$ cat src/rtl/trng_stream_ctrl.sv
// Entropy bit accumulator with repetition-count health test, word FIFO and
// UART handshake FSM supporting continuous and triggered-burst streaming.
module trng_stream_ctrl #(
    parameter int OUTPUT_SIZE = 8,
    parameter int FIFO_DEPTH  = 16,
    parameter int BURST_LEN   = 4,
    parameter int RCT_CUTOFF  = 32
) (
    input  logic                          top_clk,
    input  logic                          top_rst,
    input  logic                          bit_in,
    input  logic                          bit_valid,
    input  logic                          mode_cont,
    input  logic                          trigger,
    input  logic                          tx_busy,
    output logic [OUTPUT_SIZE-1:0]        tx_data,
    output logic                          tx_start,
    output logic [$clog2(FIFO_DEPTH):0]   fifo_count,
    output logic                          health_fail,
    output logic                          overflow
);

    localparam int PW = $clog2(FIFO_DEPTH);
    localparam int BW = $clog2(OUTPUT_SIZE);
    localparam int RW = $clog2(RCT_CUTOFF + 1);
    localparam int KW = $clog2(BURST_LEN + 1);

    typedef enum logic [1:0] {
        IDLE,
        SEND,
        WAIT_BUSY,
        WAIT_DONE
    } tx_state_t;

    tx_state_t state, state_next;

    logic [OUTPUT_SIZE-1:0] acc;
    logic [OUTPUT_SIZE-1:0] acc_next;
    logic [BW-1:0]          bit_cnt;
    logic [RW-1:0]          run_cnt;
    logic [RW-1:0]          run_next;
    logic                   last_bit;
    logic                   take_bit;
    logic                   rct_hit;
    logic                   word_done;

    logic [OUTPUT_SIZE-1:0] mem [FIFO_DEPTH];
    logic [PW-1:0]          wr_ptr;
    logic [PW-1:0]          rd_ptr;
    logic                   fifo_full;
    logic                   pop;
    logic                   push_ok;

    logic [KW-1:0]          burst_rem;
    logic                   load_data;

    always_comb begin
        take_bit  = bit_valid && !health_fail;
        acc_next  = {acc[OUTPUT_SIZE-2:0], bit_in};
        run_next  = (run_cnt != '0 && bit_in == last_bit) ? run_cnt + RW'(1) : RW'(1);
        rct_hit   = take_bit && (run_next == RW'(RCT_CUTOFF));
        // The bit that trips the health test never completes a word.
        word_done = take_bit && !rct_hit && (bit_cnt == BW'(OUTPUT_SIZE - 1));
    end

    always_ff @(posedge top_clk) begin
        if (top_rst) begin
            acc         <= '0;
            bit_cnt     <= '0;
            run_cnt     <= '0;
            last_bit    <= 1'b0;
            health_fail <= 1'b0;
        end else if (take_bit) begin
            run_cnt  <= run_next;
            last_bit <= bit_in;
            if (rct_hit) begin
                health_fail <= 1'b1;
                acc         <= '0;
                bit_cnt     <= '0;
            end else begin
                acc     <= acc_next;
                bit_cnt <= word_done ? '0 : bit_cnt + BW'(1);
            end
        end
    end

    always_comb begin
        fifo_full = (fifo_count == (PW + 1)'(FIFO_DEPTH));
        pop       = (state == SEND);
        push_ok   = word_done && (!fifo_full || pop);
    end

    always_ff @(posedge top_clk) begin
        if (push_ok) begin
            mem[wr_ptr] <= acc_next;
        end
    end

    always_ff @(posedge top_clk) begin
        if (top_rst) begin
            wr_ptr     <= '0;
            rd_ptr     <= '0;
            fifo_count <= '0;
            overflow   <= 1'b0;
        end else begin
            if (push_ok) begin
                wr_ptr <= wr_ptr + PW'(1);
            end
            if (pop) begin
                rd_ptr <= rd_ptr + PW'(1);
            end
            if (push_ok && !pop) begin
                fifo_count <= fifo_count + (PW + 1)'(1);
            end else if (!push_ok && pop) begin
                fifo_count <= fifo_count - (PW + 1)'(1);
            end
            if (word_done && fifo_full && !pop) begin
                overflow <= 1'b1;
            end
        end
    end

    always_ff @(posedge top_clk) begin
        if (top_rst) begin
            state <= IDLE;
        end else begin
            state <= state_next;
        end
    end

    // tx_data is captured on entry to SEND so it is already valid while tx_start is high.
    always_comb begin
        state_next = state;
        load_data  = 1'b0;
        tx_start   = 1'b0;
        case (state)
            IDLE: begin
                if (fifo_count != '0 && !tx_busy && (mode_cont || burst_rem != '0)) begin
                    state_next = SEND;
                    load_data  = 1'b1;
                end
            end
            SEND: begin
                tx_start   = 1'b1;
                state_next = WAIT_BUSY;
            end
            WAIT_BUSY: begin
                if (tx_busy) begin
                    state_next = WAIT_DONE;
                end
            end
            WAIT_DONE: begin
                if (!tx_busy) begin
                    state_next = IDLE;
                end
            end
            default: state_next = IDLE;
        endcase
    end

    always_ff @(posedge top_clk) begin
        if (top_rst) begin
            tx_data <= '0;
        end else if (load_data) begin
            tx_data <= mem[rd_ptr];
        end
    end

    always_ff @(posedge top_clk) begin
        if (top_rst) begin
            burst_rem <= '0;
        end else if (mode_cont) begin
            burst_rem <= '0;
        end else if (pop && burst_rem != '0) begin
            burst_rem <= burst_rem - KW'(1);
        end else if (trigger && burst_rem == '0) begin
            burst_rem <= KW'(BURST_LEN);
        end
    end

endmodule

$ cat config.mk
export PLATFORM = sky130hd
export DESIGN_NAME = trng_stream_ctrl
export DESIGN_NICKNAME = d
export VERILOG_FILES = /design/src/rtl/trng_stream_ctrl.sv
export SDC_FILE = /design/constraint.sdc
export NUM_CORES = 1
export LEC_CHECK = 0
export ABC_AREA = 1
export BUFFER_PORTS_ARGS = -buffer_cell sky130_fd_sc_hd__buf_4
export CORE_MARGIN = 2
export CORE_UTILIZATION = 50
export DETAILED_ROUTE_END_ITERATION = 12
export PLACE_DENSITY_LB_ADDON = 0.3
export SLEW_MARGIN = 10
export SYNTH_ARGS = -nofsm -noshare
export SYNTH_HDL_FRONTEND = slang
export SYNTH_SLANG_ARGS = --single-unit
$ cat constraint.sdc
create_clock -name top_clk -period 5.6 [get_ports top_clk]
set_clock_uncertainty 0.05 [all_clocks]
set_input_delay 0.28 -clock top_clk [delete_from_list [all_inputs] [get_ports top_clk]]
set_output_delay 0.28 -clock top_clk [all_outputs]
set_load 0.1 [all_outputs]
==> out/metrics.yaml <==
clkTransAtPathRegs_ps: 60
multi_input_area_sq_um: 2300
cp-start-kind: "register"
cts_resized: 0
ant_nets: 0
gp_congestion: 0.838
status: "complete, no violations"
use_met2_pct: 35.2
critPathMaxStageDelay_ps: 610
die_x_um: 126
ys_ff_latch: 173
critPathArrivalTime_ps: 3800
synth_top_area_cell: "edfxtp_1"
crit_path_cell_trace: "inv_1, nand2_1, clkinv_1, nand3_4, nor2_8, ha_1, inv_1, ha_1, nand2_1, nor2_1, a211oi_1, o21ai_0, a21oi_1, nand2_1, nor3b_1"
cp_top_family: "simple AND/OR/NAND/NOR gates"
vias: 5065
hold_depth: 3
cts.htree.levels: 4
slew_headroom_pct: 26.7
finalCritPeriodShare_pct: 63.2
timing.critical_path.mode_cell: "nand2_1"
start_util_pct: 51.1
busiest_layer: "met2"
core_sq_um: 14500
yosys_warnings: 0
port_buffers: 22
synth.net_count: 700
cts.sinks: 173
synth_edf_count: 128
ir_drop_mv: 0.349
worst_ep_required_time_ps: 5850
hpwl_mm: 10.1
first_pass_iters: 5
synth_fa_ha_area_share_pct: 3.82
cts_hold_buffers: 0
holdWs_ps: 91.7
synth_area_per_cell_sq_um: 11.0
synth_top_family_by_area: "compound AO/OA/AOI/OAI gates"
critical_path.slowest_cell: "clkinv_1"
grt_pass1_vias: 5003
grt_overflow_total: 0
maxCapViolCount: 0
total_leakage_power_nw: 3.03
min_period_ps: 3540
max_freq_ghz: 0.282
post_dp_cell_area_sq_um: 7680
dieHeight_um: 126
setup_ws_ps: 2060
drv_slew: 0
finish.utilization_pct: 56.9
drive_gt1_share_pct: 12.0
yosys-top-cells-count: "128 x edfxtp_1, 95 x nor2_1, 76 x o21ai_0"
grt_first_pass_wirelength_mm: 26.5
diodes: 0
power.density_nw_per_um2: 439
cts_tree: "built"
rsz0062_at_grt: "no"
hp-class: "in -> reg"
rr_worst_depth: 15
cts_setup_buffers: 0
dp_cells: 846
crit_type: "reg -> reg"
finalSetupTns_ps: 0
crit_path_max_fanout: 19
clock_path_buffers: 2
total_power_mw: 3.62
pre_cts_ws_ps: 2200
rows: 44
vias_per_cell: 5.77
synth_async_sr_flop_share_pct: 0
ys.flop_type: "edfxtp_1"
insertion_delay_ps: 430
path_depth: 15
seqCellArea_sq_um: 4750
drt_wl_total_mm: 16.6
syn_inst: 671
fillCellCount: 1147
synth_area_leaders: "edfxtp_1 52%, dfxtp_1 12%, o21ai_0 5.1%, nor2_1 4.8%, ha_1 3.5%"
synth.distinct_cells: 39
muxShareOfSynthArea_pct: 0.135
synth_top_area_share_pct: 51.9
use_met3_pct: 4.67
drc_errors: 0
final_nets: 710
synth_most_common_cell: "edfxtp_1"
syn-cell-area_sq_um: 7400
grt_usage_pct: 21.8
synth_xor_area_share_pct: 0.592
antenna_found_initial: 0
seq_area_frac_synth_pct: 64.1
synthSimpleGateAreaFrac_pct: 12.8
grt_use_met1_pct: 29.0
path_buf_inv: 3
drtIter0Drc: 612
cts-root-buf: "clkbuf_16"
crit_path_end_kind: "register"
cts_made_buffers: 17
finalHoldViolations: 0
worst_slew_pin_slew_ps: 1100
setup_violations: 0
detail_route.wl_per_cell_um: 18.9
num_io_pins: 23
dieArea_sq_um: 15800
grt_max_degree: 67
final_cells: 878
syn_to_final_growth_pct: 11.4
fin_area_sq_um: 8250
synth_compound_area_share_pct: 13.7
path summary, 6_finish.rpt:
check                             startpoint       endpoint  slack (ps)
worst min-delay path               mode_cont   burst_rem[2]          90
worst min register to register  burst_rem[0]   burst_rem[0]         420
worst max register to register   health_fail  fifo_count[4]        2060
worst max-delay path             health_fail  fifo_count[4]        2060
worst min-delay path: stages:
cell and delay, ps:
buf_4 80, nor2_1 50, a21boi_0 110
power by group:
part	internal [mW]	switching [mW]	leakage, nW
clock	0.595	0.523	0.260
combinational	0.261	0.776	1.17
sequential	1.41	0.0472	1.60
registers in the layout, summed over array words and instances (netlist names), 2 cells and up:
signal	flops
tx_data	8
rd_ptr	4
wr_ptr	4
acc	7
burst_rem	3
run_cnt	6
mem	128
bit_cnt	3
fifo_count	5
state	2
cells by family after synthesis:
kind of cell / after synthesis
DFF: 173
muxes: 1
xor gates and xnor gates: 5
adders and majority gates: 22
and+or+nand+nor: 206
buffers and inverters: 91
AOI/OAI and AO/OA: 173
per-layer routing:
| metal | up-vias | wire, um |
|---|---|---|
| met2 | 173 | 8030 |
| met1 | 2458 | 7190 |
| met3 | 30 | 981 |
| met4 | 0 | 406 |
| li1 | 2404 | - |
| met5 | - | 0 |
area by class of cell:
cell class                      count  area share [%]
Clock buffer                       18            5.33
Tap cell                          184            2.79
Clock inverter                     14            1.58
Inverter                           57            2.59
Sequential cell                   173            57.6
Timing Repair Buffer               25            2.28
Multi-Input combinational cell    407            27.9
cells in the final DEF, fill, tap and decap left out, drive strengths merged, types with 6 or more instances in the layout:
cell	netlist	layout
edfxtp	128	128
nor2	99	99
o21ai	85	85
nand2	66	66
inv	55	61
dfxtp	45	45
a21oi	40	40
nand3	26	26
buf	10	25
o221ai	23	23
ha	21	21
clkbuf	24	18
o22ai	11	11
o211ai	10	10
nand4	6	6
clkinvlp	0	6
(Power assumes the default switching activity.)
